===== config.mk =====
export PLATFORM = sky130hd
export DESIGN_NAME = cfg_frame_writer
export DESIGN_NICKNAME = d
export VERILOG_FILES = /design/src/rtl/cfg_pkg.sv /design/src/rtl/cfg_frame_writer_timer.sv /design/src/rtl/cfg_frame_writer.sv
export SDC_FILE = /design/constraint.sdc
export NUM_CORES = 1
export LEC_CHECK = 0
export ABC_CLOCK_PERIOD_IN_PS = 5700
export CAP_MARGIN = 30
export CORE_MARGIN = 5
export CORE_UTILIZATION = 47
export DETAILED_ROUTE_END_ITERATION = 8
export GPL_ROUTABILITY_DRIVEN = 0
export PLACE_DENSITY = 0.89
export SLEW_MARGIN = 30
export SYNTH_ARGS = -nofsm -noshare
export SYNTH_HDL_FRONTEND = slang
export SYNTH_SLANG_ARGS = --single-unit

===== constraint.sdc =====
create_clock -name CLK -period 5.7 [get_ports CLK]
set_clock_uncertainty 0.05 [all_clocks]
set_input_delay 1.14 -clock CLK [delete_from_list [all_inputs] [get_ports CLK]]
set_output_delay 1.14 -clock CLK [all_outputs]
set_load 0.005 [all_outputs]

===== src/rtl/cfg_pkg.sv =====
// Shared state encoding, timing defaults and helpers for the configuration-frame writer.
package cfg_pkg;

  typedef enum logic [1:0] {
    IDLE,
    SETUP,
    PULSE,
    HOLD
  } state_t;

  localparam int DEF_SETUP_CYC = 1;
  localparam int DEF_PULSE_CYC = 2;
  localparam int DEF_HOLD_CYC  = 1;

  // Widest wordline vector the helper below can produce.
  localparam int WL_AW  = 10;
  localparam int WL_MAX = 1 << WL_AW;

  function automatic int max3(input int a, input int b, input int c);
    int m;
    m = (a > b) ? a : b;
    return (m > c) ? m : c;
  endfunction

  function automatic logic [WL_MAX-1:0] wl_onehot(input logic [WL_AW-1:0] addr);
    logic [WL_MAX-1:0] v;
    v       = '0;
    v[addr] = 1'b1;
    return v;
  endfunction

endpackage


===== src/rtl/cfg_frame_writer_timer.sv =====
// Phase down-counter: loaded on phase entry, expires while it holds 1.
module cfg_frame_writer_timer #(
  parameter int W = 2
) (
  input  logic         CLK,
  input  logic         RST,
  input  logic         load,
  input  logic [W-1:0] load_val,
  output logic         expire
);

  logic [W-1:0] cnt;

  always_ff @(posedge CLK or posedge RST) begin
    if (RST) begin
      cnt <= '0;
    end else if (load) begin
      cnt <= load_val;
    end else if (cnt != '0) begin
      cnt <= cnt - W'(1);
    end
  end

  assign expire = (cnt == W'(1));

endmodule


===== src/rtl/cfg_frame_writer.sv =====
// Configuration-frame write engine: drives complementary bitlines and a timed
// one-hot (or broadcast) wordline pulse for one accepted frame at a time.
module cfg_frame_writer
  import cfg_pkg::*;
#(
  parameter int  FRAME_BITS = 32,
  parameter int  NUM_FRAMES = 20,
  parameter int  SETUP_CYC  = DEF_SETUP_CYC,
  parameter int  PULSE_CYC  = DEF_PULSE_CYC,
  parameter int  HOLD_CYC   = DEF_HOLD_CYC,
  localparam int ADDR_W     = $clog2(NUM_FRAMES)
) (
  input  logic                  CLK,
  input  logic                  RST,
  input  logic                  frame_valid,
  output logic                  frame_ready,
  input  logic [ADDR_W-1:0]     frame_addr,
  input  logic [FRAME_BITS-1:0] frame_data,
  input  logic                  frame_bcast,
  output logic [FRAME_BITS-1:0] bl_p,
  output logic [FRAME_BITS-1:0] bl_n,
  output logic [NUM_FRAMES-1:0] wl,
  output logic                  busy,
  output logic                  wr_done,
  output logic                  addr_err
);

  localparam int              CNT_W    = $clog2(max3(SETUP_CYC, PULSE_CYC, HOLD_CYC) + 1);
  localparam logic [ADDR_W:0] ADDR_LIM = (ADDR_W + 1)'(NUM_FRAMES);

  state_t                  state, state_nxt;
  logic                    accept, reject;
  logic                    timer_load, expire;
  logic [CNT_W-1:0]        timer_val;
  logic [FRAME_BITS-1:0]   data_q;
  logic [ADDR_W-1:0]       addr_q;
  logic                    bcast_q;
  logic                    done_q, rej_q;
  logic [NUM_FRAMES-1:0]   wl_vec;

  assign frame_ready = (state == IDLE) && !RST;
  assign accept      = frame_valid && frame_ready;
  assign reject      = accept && !frame_bcast && ({1'b0, frame_addr} >= ADDR_LIM);

  // NOTE: every signal written here gets a default first so no latch is inferred.
  always_comb begin
    state_nxt  = state;
    timer_load = 1'b0;
    timer_val  = '0;
    unique case (state)
      IDLE: if (accept && !reject) begin
        state_nxt  = SETUP;
        timer_load = 1'b1;
        timer_val  = CNT_W'(SETUP_CYC);
      end
      SETUP: if (expire) begin
        state_nxt  = PULSE;
        timer_load = 1'b1;
        timer_val  = CNT_W'(PULSE_CYC);
      end
      PULSE: if (expire) begin
        state_nxt  = HOLD;
        timer_load = 1'b1;
        timer_val  = CNT_W'(HOLD_CYC);
      end
      HOLD: if (expire) state_nxt = IDLE;
      default: state_nxt = IDLE;
    endcase
  end

  always_comb begin
    wl_vec = bcast_q ? '1 : NUM_FRAMES'(wl_onehot(WL_AW'(addr_q)));
  end

  cfg_frame_writer_timer #(.W(CNT_W)) u_timer (
    .CLK      (CLK),
    .RST      (RST),
    .load     (timer_load),
    .load_val (timer_val),
    .expire   (expire)
  );

  // Outputs are a registered view of the state one cycle later, so wordline
  // and bitline edges always land on different clock edges.
  // NOTE: sequential state uses non-blocking assignments only.
  always_ff @(posedge CLK or posedge RST) begin
    if (RST) begin
      state    <= IDLE;
      // NOTE: the frame latches are reset as well, so no stale data can reach the bitlines.
      data_q   <= '0;
      addr_q   <= '0;
      bcast_q  <= 1'b0;
      done_q   <= 1'b0;
      rej_q    <= 1'b0;
      bl_p     <= '0;
      bl_n     <= '0;
      wl       <= '0;
      busy     <= 1'b0;
      wr_done  <= 1'b0;
      addr_err <= 1'b0;
    end else begin
      state <= state_nxt;
      if (accept && !reject) begin
        data_q  <= frame_data;
        addr_q  <= frame_addr;
        bcast_q <= frame_bcast;
      end
      done_q   <= (state == HOLD) && expire;
      rej_q    <= reject;
      wr_done  <= done_q;
      addr_err <= rej_q;
      busy     <= (state != IDLE);
      bl_p     <= (state != IDLE) ? data_q : '0;
      bl_n     <= (state != IDLE) ? ~data_q : '0;
      wl       <= (state == PULSE) ? wl_vec : '0;
    end
  end

endmodule

# [Yosys cells after proc, flatten, opt, wreduce, memory -nomap -nowiden]
# Cells that the tools add are included.
[totals] register_bits=131 latchBits=0 ram_bits=0 mem_bits_ro=0 inputBits=41 output_inout_bits=88 wordCells=62 mem_count=0
[classes] add_sub_neg=1 n_mul=0 div_mod_pow=0 n_lt_le_gt_ge=3 n_eq_ne=8 shift=0 muxes=20 n_bitwise=1 reduce_logical=16
[ops] cell="32-bit 2-to-1 mux" n=2
[ops] cell="20-bit 2-to-1 mux" n=2
[ops] cell="32-bit NOT" n=1
[ops] cell="2-bit 2-to-1 mux" n=7
[ops] cell="5-bit by 11-bit < comparator with 1-bit output (second input constant)" n=1
[ops] cell="2-bit one-hot mux with 4 select lines" n=1
[ops] cell="1-bit logical AND" n=7
[ops] cell="2-bit inequality test (second input constant)" n=3
[ops] cell="2-bit one-hot mux with 3 select lines" n=1
[ops] cell="2-bit nonzero test" n=3
[ops] cell="1-bit demux with 5-bit select" n=1
[ops] cell="5-bit by 1-bit >= comparator with 1-bit output (second input constant)" n=1
[ops] cell="5-bit >= comparator (second input constant)" n=1
[ops] cell="1-bit 2-to-1 mux" n=5
[ops] cell="2-bit by 1-bit equality test with 1-bit output (second input constant)" n=2
[ops] cell="2-bit equality test (second input constant)" n=2
[ops] cell="4-bit AND reduction" n=1
[ops] cell="1-bit zero test" n=3
[ops] cell="2-bit zero test" n=1
[ops] cell="2-bit by 1-bit inequality test with 1-bit output (second input constant)" n=1
[ops] cell="1-bit one-hot mux with 2 select lines" n=1
[ops] cell="2-bit OR reduction" n=1
[ops] cell="2-bit by 1-bit subtractor with 2-bit output (second input constant)" n=1

# [Longest topological paths before layout]
# Gate-level depths: netlist of the first run.
[logic_depth] depth_word=10 ltp_mapped=7 mapped_depth_nobuf=6

# [By module]
# A second synthesis of the first run with hierarchy kept.
[unflattened] hier_cells=340 area_unflattened_um2=4833.4
[by_module_without_submodules] mod="cfg_frame_writer" instances=1 cells_per_inst=326 area_per_inst_um2=4693.3 seq_area_each_um2=3228.1
[by_module_without_submodules] mod="cfg_frame_writer_timer" instances=1 cells_per_inst=14 area_per_inst_um2=140.1 seq_area_each_um2=50.0

# [Least setup slack after synthesis of the first run]
# Ideal clock, no wire load.
[synth_path] path_kind="input -> output" start="input RST" end="output frame_ready" t_arrival_ns=1.374 t_required_ns=4.510 setup_slack_ns=3.136 path_stages=1 n_path_buf=0 cell_sequence="and2b_2"
[synth_between] elab_chain_len=2
[synth_lines] element="start: declaration" line="cfg_frame_writer.sv:14" source="input logic RST,"
[synth_lines] element="1-bit zero test (no line)"
[synth_lines] element="1-bit logical AND" line="cfg_frame_writer.sv:41" source="assign frame_ready = (state == IDLE) && !RST;"
[synth_lines] element="end: declaration" line="cfg_frame_writer.sv:16" source="output logic frame_ready,"
# No other way between the ends.

# [Worst setup path in the final report of the first run]
# Same ends and word-level chain as after synthesis.

==> flow_summary.json, run 1 <==
{
  "worstHoldPathType": "reg2reg",
  "arrival_ps": 2380,
  "grt_pass1_wl_um": 14900,
  "ys_seq_elements": 131,
  "required_ps": 4510,
  "wl_per_cell_um": 15.1,
  "syn_avg_cell_area_um2": 13.9,
  "hold_violations": 0,
  "met2_length_um": 5070,
  "cp_num_buf_inv": 2,
  "syn-cell-area_um2": 4660,
  "coreArea_um2": 9730,
  "clock_sinks": 131,
  "initial_core_util": 0.479,
  "hold_slack_ps": 301,
  "antenna_left": 0,
  "first_global_vias": 3078,
  "dpl.hpwl_um": 6630,
  "end_kind": "output pin",
  "r2r-start": "state[0]",
  "cpMostUsedCell": "clkdlybuf4s50_1",
  "port_buffers": 128,
  "hold_end": "wr_done",
  "cts_tree": "done",
  "dr.max_layer_used": "met4",
  "drive_above_1_share": 0.157,
  "drv_cap": 0,
  "async_reset_ff_frac": 1.00,
  "cp_top_family": "buffers and inverters",
  "total_leakage_power_nw": 2.94,
  "reg2reg_to": "state[1]",
  "crit_fanout": 3,
  "fin_crit_ps": 3570,
  "overflow": 0,
  "ys.flop_type": "dfrtp_1",
  "ys_seq_area_frac": 0.703,
  "vias_per_cell": 4.69,
  "synth_edf_count": 0,
  "final_cell_area_um2": 6640,
  "die_w_um": 110,
  "cp_slowest_cell": "clkdlybuf4s50_1",
  "die_h_um": 110,
  "fillers": 712,
  "p_sw_frac": 0.283,
  "clkTransAtPathRegs_ps": 60,
  "power_w": 0.00393,
  "cts.repair.resized": 0,
  "layout.nets": 519,
  "min_path_cells": 0,
  "clockPowerShare": 0.255,
  "worstSetupPathType": "in2out",
  "antenna_found_initial": 0,
  "period_share": 0.626,
  "slew_headroom": 0.565,
  "io_pins": 129,
  "drtIter0Drc": 62,
  "start_kind": "input port",
  "wl_um": 9290,
  "wl_met1_um": 3580,
  "p_per_area_nw_per_um2": 592,
  "grt_use_total": 0.166,
  "ff2ff_path_depth": 7,
  "final_core_util": 0.682,
  "rsz0062_at_grt": "false",
  "die_area_um2": 12000,
  "synth_cells": 336,
  "max_stage_delay_ps": 510,
  "synth_top_area_frac": 0.703,
  "seqPwrFrac": 0.404,
  "p_switching_w": 0.00111,
  "syn_nets": 384,
  "numCtsBuffers": 17,
  "worstHoldStart": "done_q",
  "cts_hold_buf": 0,
  "outcome": "completed",
  "ys_types": 24,
  "p_comb_frac": 0.341,
  "cts_root_buf": "clkbuf_8",
  "yosysWarningCount": 0,
  "cts-htree-levels": 4,
  "synth_area_leaders": "dfrtp_1 (70%), mux2_2 (9.2%), nor2b_1 (6.7%), nor2_1 (3.1%), ha_1 (1.9%)",
  "max_clock_freq_mhz": 280,
  "setup_viol": 0,
  "antennaDiodeCount": 0,
  "area_growth_syn_to_layout_pct": 42.3,
  "first_pass_iters": 6,
  "num_vias": 2887,
  "fin_tns_setup_ps": 0,
  "r2r_slack_ps": 3440,
  "crit_chain": "clkdlybuf4s50_1 > and2b_2 > clkdlybuf4s50_1",
  "irDropWorstVdd_mv": 0.290,
  "synth.most_common_cell": "dfrtp_1",
  "synth_common_cells": "dfrtp_1 (131), nor2b_1 (50), mux2_2 (38), nor2_1 (38), a21oi_1 (15)",
  "worst_slew_pin_slew_ps": 650,
  "synth_top_cell_by_area": "dfrtp_1",
  "clock_path_buffers": 2,
  "clk_latency_ps": 510,
  "post-cts-setup-buffer-count": 0,
  "placementRows": 36,
  "drv_slew": 0,
  "placed_area_um2": 6070,
  "route.met3.wl_um": 533,
  "internal-power_w": 0.00282,
  "grt_max_degree": 67,
  "drc_errors": 0
}
-- logic make-up after synthesis --
kind of cell,count (synthesis),share of synthesized area
adders and majority gates,7,0.0188
and+or+nand+nor,106,0.120
buffers and inverters,24,0.0225
xor gates and xnor gates,1,0.00188
muxes,40,0.0961
AOI/OAI and AO/OA,27,0.0378
DFF,131,0.703
-- power groups by stage --
stage                     Clock, W  Combinational (W)  Sequential [W]
after CTS                  0.00103            0.00137         0.00159
after global placement           0            0.00130         0.00158
after floorplan                  0           0.000636         0.00157
final                      0.00100            0.00134         0.00159
after global routing       0.00107            0.00147         0.00165
after detailed placement         0            0.00136         0.00161
-- sequential cells by signal (all words and copies together), names as in the netlist, 2 cells and up --
signal,flops
bl_p,32
state,2
wl,20
u_timer.cnt,2
bl_n,32
addr_q,5
data_q,32
-- how the worst max path moves through the flow --
stage,startpoint,endpoint,slack [ps],depth (start not counted)
floorplan,RST,addr_err,1010,1
global placement,frame_addr[3],state[1],2050,6
detailed placement,frame_addr[2],state[1],1880,6
CTS,RST,frame_ready,2120,3
global route,RST,frame_ready,2090,3
finish,RST,frame_ready,2130,3
-- layer usage --
layer,vias up,global-route usage
li1,1368,-
met1,1425,0.188
met2,82,0.294
met3,12,0.0552
met4,0,0.0552
met5,-,0
-- cells in the final DEF, fill, tap and decap left out, types with 2 or more instances in the layout --
cell,count
nand2_1,6
buf_4,4
bufinv_16,2
clkbuf_16,16
a21oi_1,15
clkdlybuf4s50_1,128
o21a_1,4
nor3_1,3
mux2_2,38
clkbuf_1,2
inv_1,6
clkinvlp_4,2
nor2b_1,50
ha_1,6
nor2_1,38
mux2i_1,2
a31oi_1,4
nor3b_1,5
clkbuf_8,3
dfrtp_1,131
clkinv_2,5
-- stage by stage --
step	std cells	setup slack, ps
floorplan	336	1010
global placement	584	2050
detailed placement	584	1880
CTS	615	2120
global route	616	2090
finish	616	2130
-- cell type report --
| cell class | count | area (um2) | share of cell area |
|---|---|---|---|
| clock buffers | 21 | 449 | 0.0677 |
| clock inverters | 10 | 109 | 0.0164 |
| inverters | 7 | 28.8 | 0.00434 |
| multi-input cells | 181 | 1280 | 0.193 |
| flip-flops and latches | 131 | 3280 | 0.494 |
| well taps | 133 | 166 | 0.0251 |
| repair buffers | 133 | 1320 | 0.199 |
Power figures use the tool's default switching activity.
==> inputs of run 2 (changes only) <==
--- a/config.mk
+++ b/config.mk
@@ -5,7 +5,7 @@
 export SDC_FILE = /design/constraint.sdc
 export NUM_CORES = 1
 export LEC_CHECK = 0
-export ABC_CLOCK_PERIOD_IN_PS = 5700
+export ABC_CLOCK_PERIOD_IN_PS = 3450
 export CAP_MARGIN = 30
 export CORE_MARGIN = 5
 export CORE_UTILIZATION = 47
==> constraint.sdc (replaced) <==
create_clock -name CLK -period 3.45 [get_ports CLK]
set_clock_uncertainty 0.05 [all_clocks]
set_input_delay 0.69 -clock CLK [delete_from_list [all_inputs] [get_ports CLK]]
set_output_delay 0.69 -clock CLK [all_outputs]
set_load 0.005 [all_outputs]
==> run 2 against run 1 <==
  * Count of clock-buffer cells in the layout rose by 2
  * Die area did not move
  * Setup slack worse by 1400 ps
  * Power increased by 68%
  * Via count rose by 1.2%
  * Sequential share of layout area is 0.53 points lower
  * Utilization up 0.75 points
  * Global-route usage grew 1.1 points
  * Critical path type is now reg2out
  * Largest cell class unchanged
  * Largest power group unchanged
==> flow_summary.json, run 2 (synthesis gave the netlist of run 1 again) <==
{
  "antenna_left": 0,
  "cp_slowest_cell": "clkdlybuf4s50_1",
  "met2_length_um": 5310,
  "final_core_util": 0.690,
  "numCtsBuffers": 17,
  "clk_latency_ps": 510,
  "drv_cap": 0,
  "antennaDiodeCount": 0,
  "required_ps": 2710,
  "coreArea_um2": 9730,
  "crit_fanout": 4,
  "period_share": 0.776,
  "drive_above_1_share": 0.163,
  "max_stage_delay_ps": 510,
  "worstHoldPathType": "reg2reg",
  "cts.repair.resized": 0,
  "clock_sinks": 131,
  "dpl.hpwl_um": 6700,
  "cts_tree": "done",
  "grt_max_degree": 67,
  "regArea_um2": 3280,
  "outcome": "completed",
  "wl_met1_um": 3760,
  "port_buffers": 128,
  "drtIter0Drc": 73,
  "clock_path_buffers": 2,
  "area_growth_syn_to_layout_pct": 43.9,
  "worstSetupPathType": "reg2out",
  "initial_core_util": 0.479,
  "p_per_area_nw_per_um2": 984,
  "slew_headroom": 0.473,
  "multi_input_area_um2": 1280,
  "end_kind": "output pin",
  "clkTransAtPathRegs_ps": 60,
  "wl_per_cell_um": 15.8,
  "final_common_cell": "dfrtp_1",
  "hold_violations": 0,
  "setup_slack_ps": 774,
  "irDropWorstVdd_mv": 0.657,
  "fillers": 713,
  "die_h_um": 110,
  "first_global_vias": 3036,
  "die_w_um": 110,
  "max_clock_freq_mhz": 374,
  "vias_per_cell": 4.73,
  "total_leakage_power_nw": 2.97,
  "arrival_ps": 1940,
  "placementRows": 36,
  "io_pins": 129,
  "grt_use_total": 0.177,
  "cts-htree-levels": 4,
  "post-cts-setup-buffer-count": 0,
  "drc_errors": 0,
  "antenna_found_initial": 0,
  "first_pass_iters": 4,
  "grt_pass1_wl_um": 15600,
  "rsz0062_at_grt": "false",
  "mostFrequentLayoutCells": "dfrtp_1 (131), clkdlybuf4s50_1 (128), nor2b_1 (50), nor2_1 (38), mux2_2 (38)",
  "start_kind": "flip-flop",
  "layout.nets": 520,
  "route.met3.wl_um": 592,
  "die_area_um2": 12000,
  "dp_worst_setup_slack_ps": 540,
  "top_regs": "bl_n (32), bl_p (32), data_q (32)",
  "overflow": 0,
  "dr.max_layer_used": "met4",
  "cts_root_buf": "clkbuf_8",
  "drv_slew": 0,
  "wl_um": 9750,
  "setup_viol": 0,
  "fin_tns_setup_ps": 0,
  "worst_slew_pin_slew_ps": 788,
  "crit_chain": "inv_1 > ha_2 > and2b_2 > clkdlybuf4s50_1",
  "fin_crit_ps": 2680,
  "cts_hold_buf": 0,
  "num_vias": 2921
}
[run 2: cell count changes in the layout (fill, tap and decap cells not counted), sizes merged]
cell    before  now
clkbuf      21   23
inv          7    6
buf          5    6
[run 2: critical path: cells and delay by family, from the launching register on]
kind | cells | cell delay (ps)
simple gates | 1 | 180
flops | 1 | 400
buf+inv | 2 | 640
fa+ha+maj | 1 | 200
[run 2: layout make-up]
| class | instances | share of cell area |
|---|---|---|
| well taps | 133 | 0.0248 |
| inverters | 7 | 0.00448 |
| flip-flops and latches | 131 | 0.489 |
| repair buffers | 134 | 0.203 |
| clock buffers | 23 | 0.0725 |
| clock inverters | 9 | 0.0151 |
| multi-input cells | 181 | 0.191 |
[run 2: stage by stage]
stage | total power, W | cell area, um2 | cells | hold slack [ps]
finish | 0.00660 | 6710 | 618 | 301
global route | 0.00705 | 6710 | 618 | 315
CTS | 0.00668 | 6690 | 617 | 304
detailed placement | 0.00491 | 6100 | 585 | 291
global placement | 0.00476 | 6100 | 585 | 288
floorplan | 0.00364 | 4670 | 336 | 281
[run 2: power breakdown]
part | internal, W | switching (W)
Combinational | 0.00136 | 0.000876
Clock | 0.00112 | 0.000611
Sequential | 0.00225 | 0.000384
[run 2: final timing paths]
kind,from,endpoint,slack (ps),cells past startpoint
worst max-delay path,state[0],frame_ready,770,4
worst min-delay path,rej_q,addr_err,300,0
worst max register to register,state[1],data_q[5],1400,6
worst min register to register,rej_q,addr_err,300,0
max in group asynchronous,RST,u_timer.cnt[1],2150,4
min in group asynchronous,RST,bl_n[30],480,2
[run 2: metal layers]
| metal | GRT usage | up-vias |
|---|---|---|
| li1 | - | 1369 |
| met1 | 0.198 | 1444 |
| met2 | 0.315 | 101 |
| met3 | 0.0599 | 7 |
| met4 | 0.0588 | 0 |
| met5 | 0 | - |
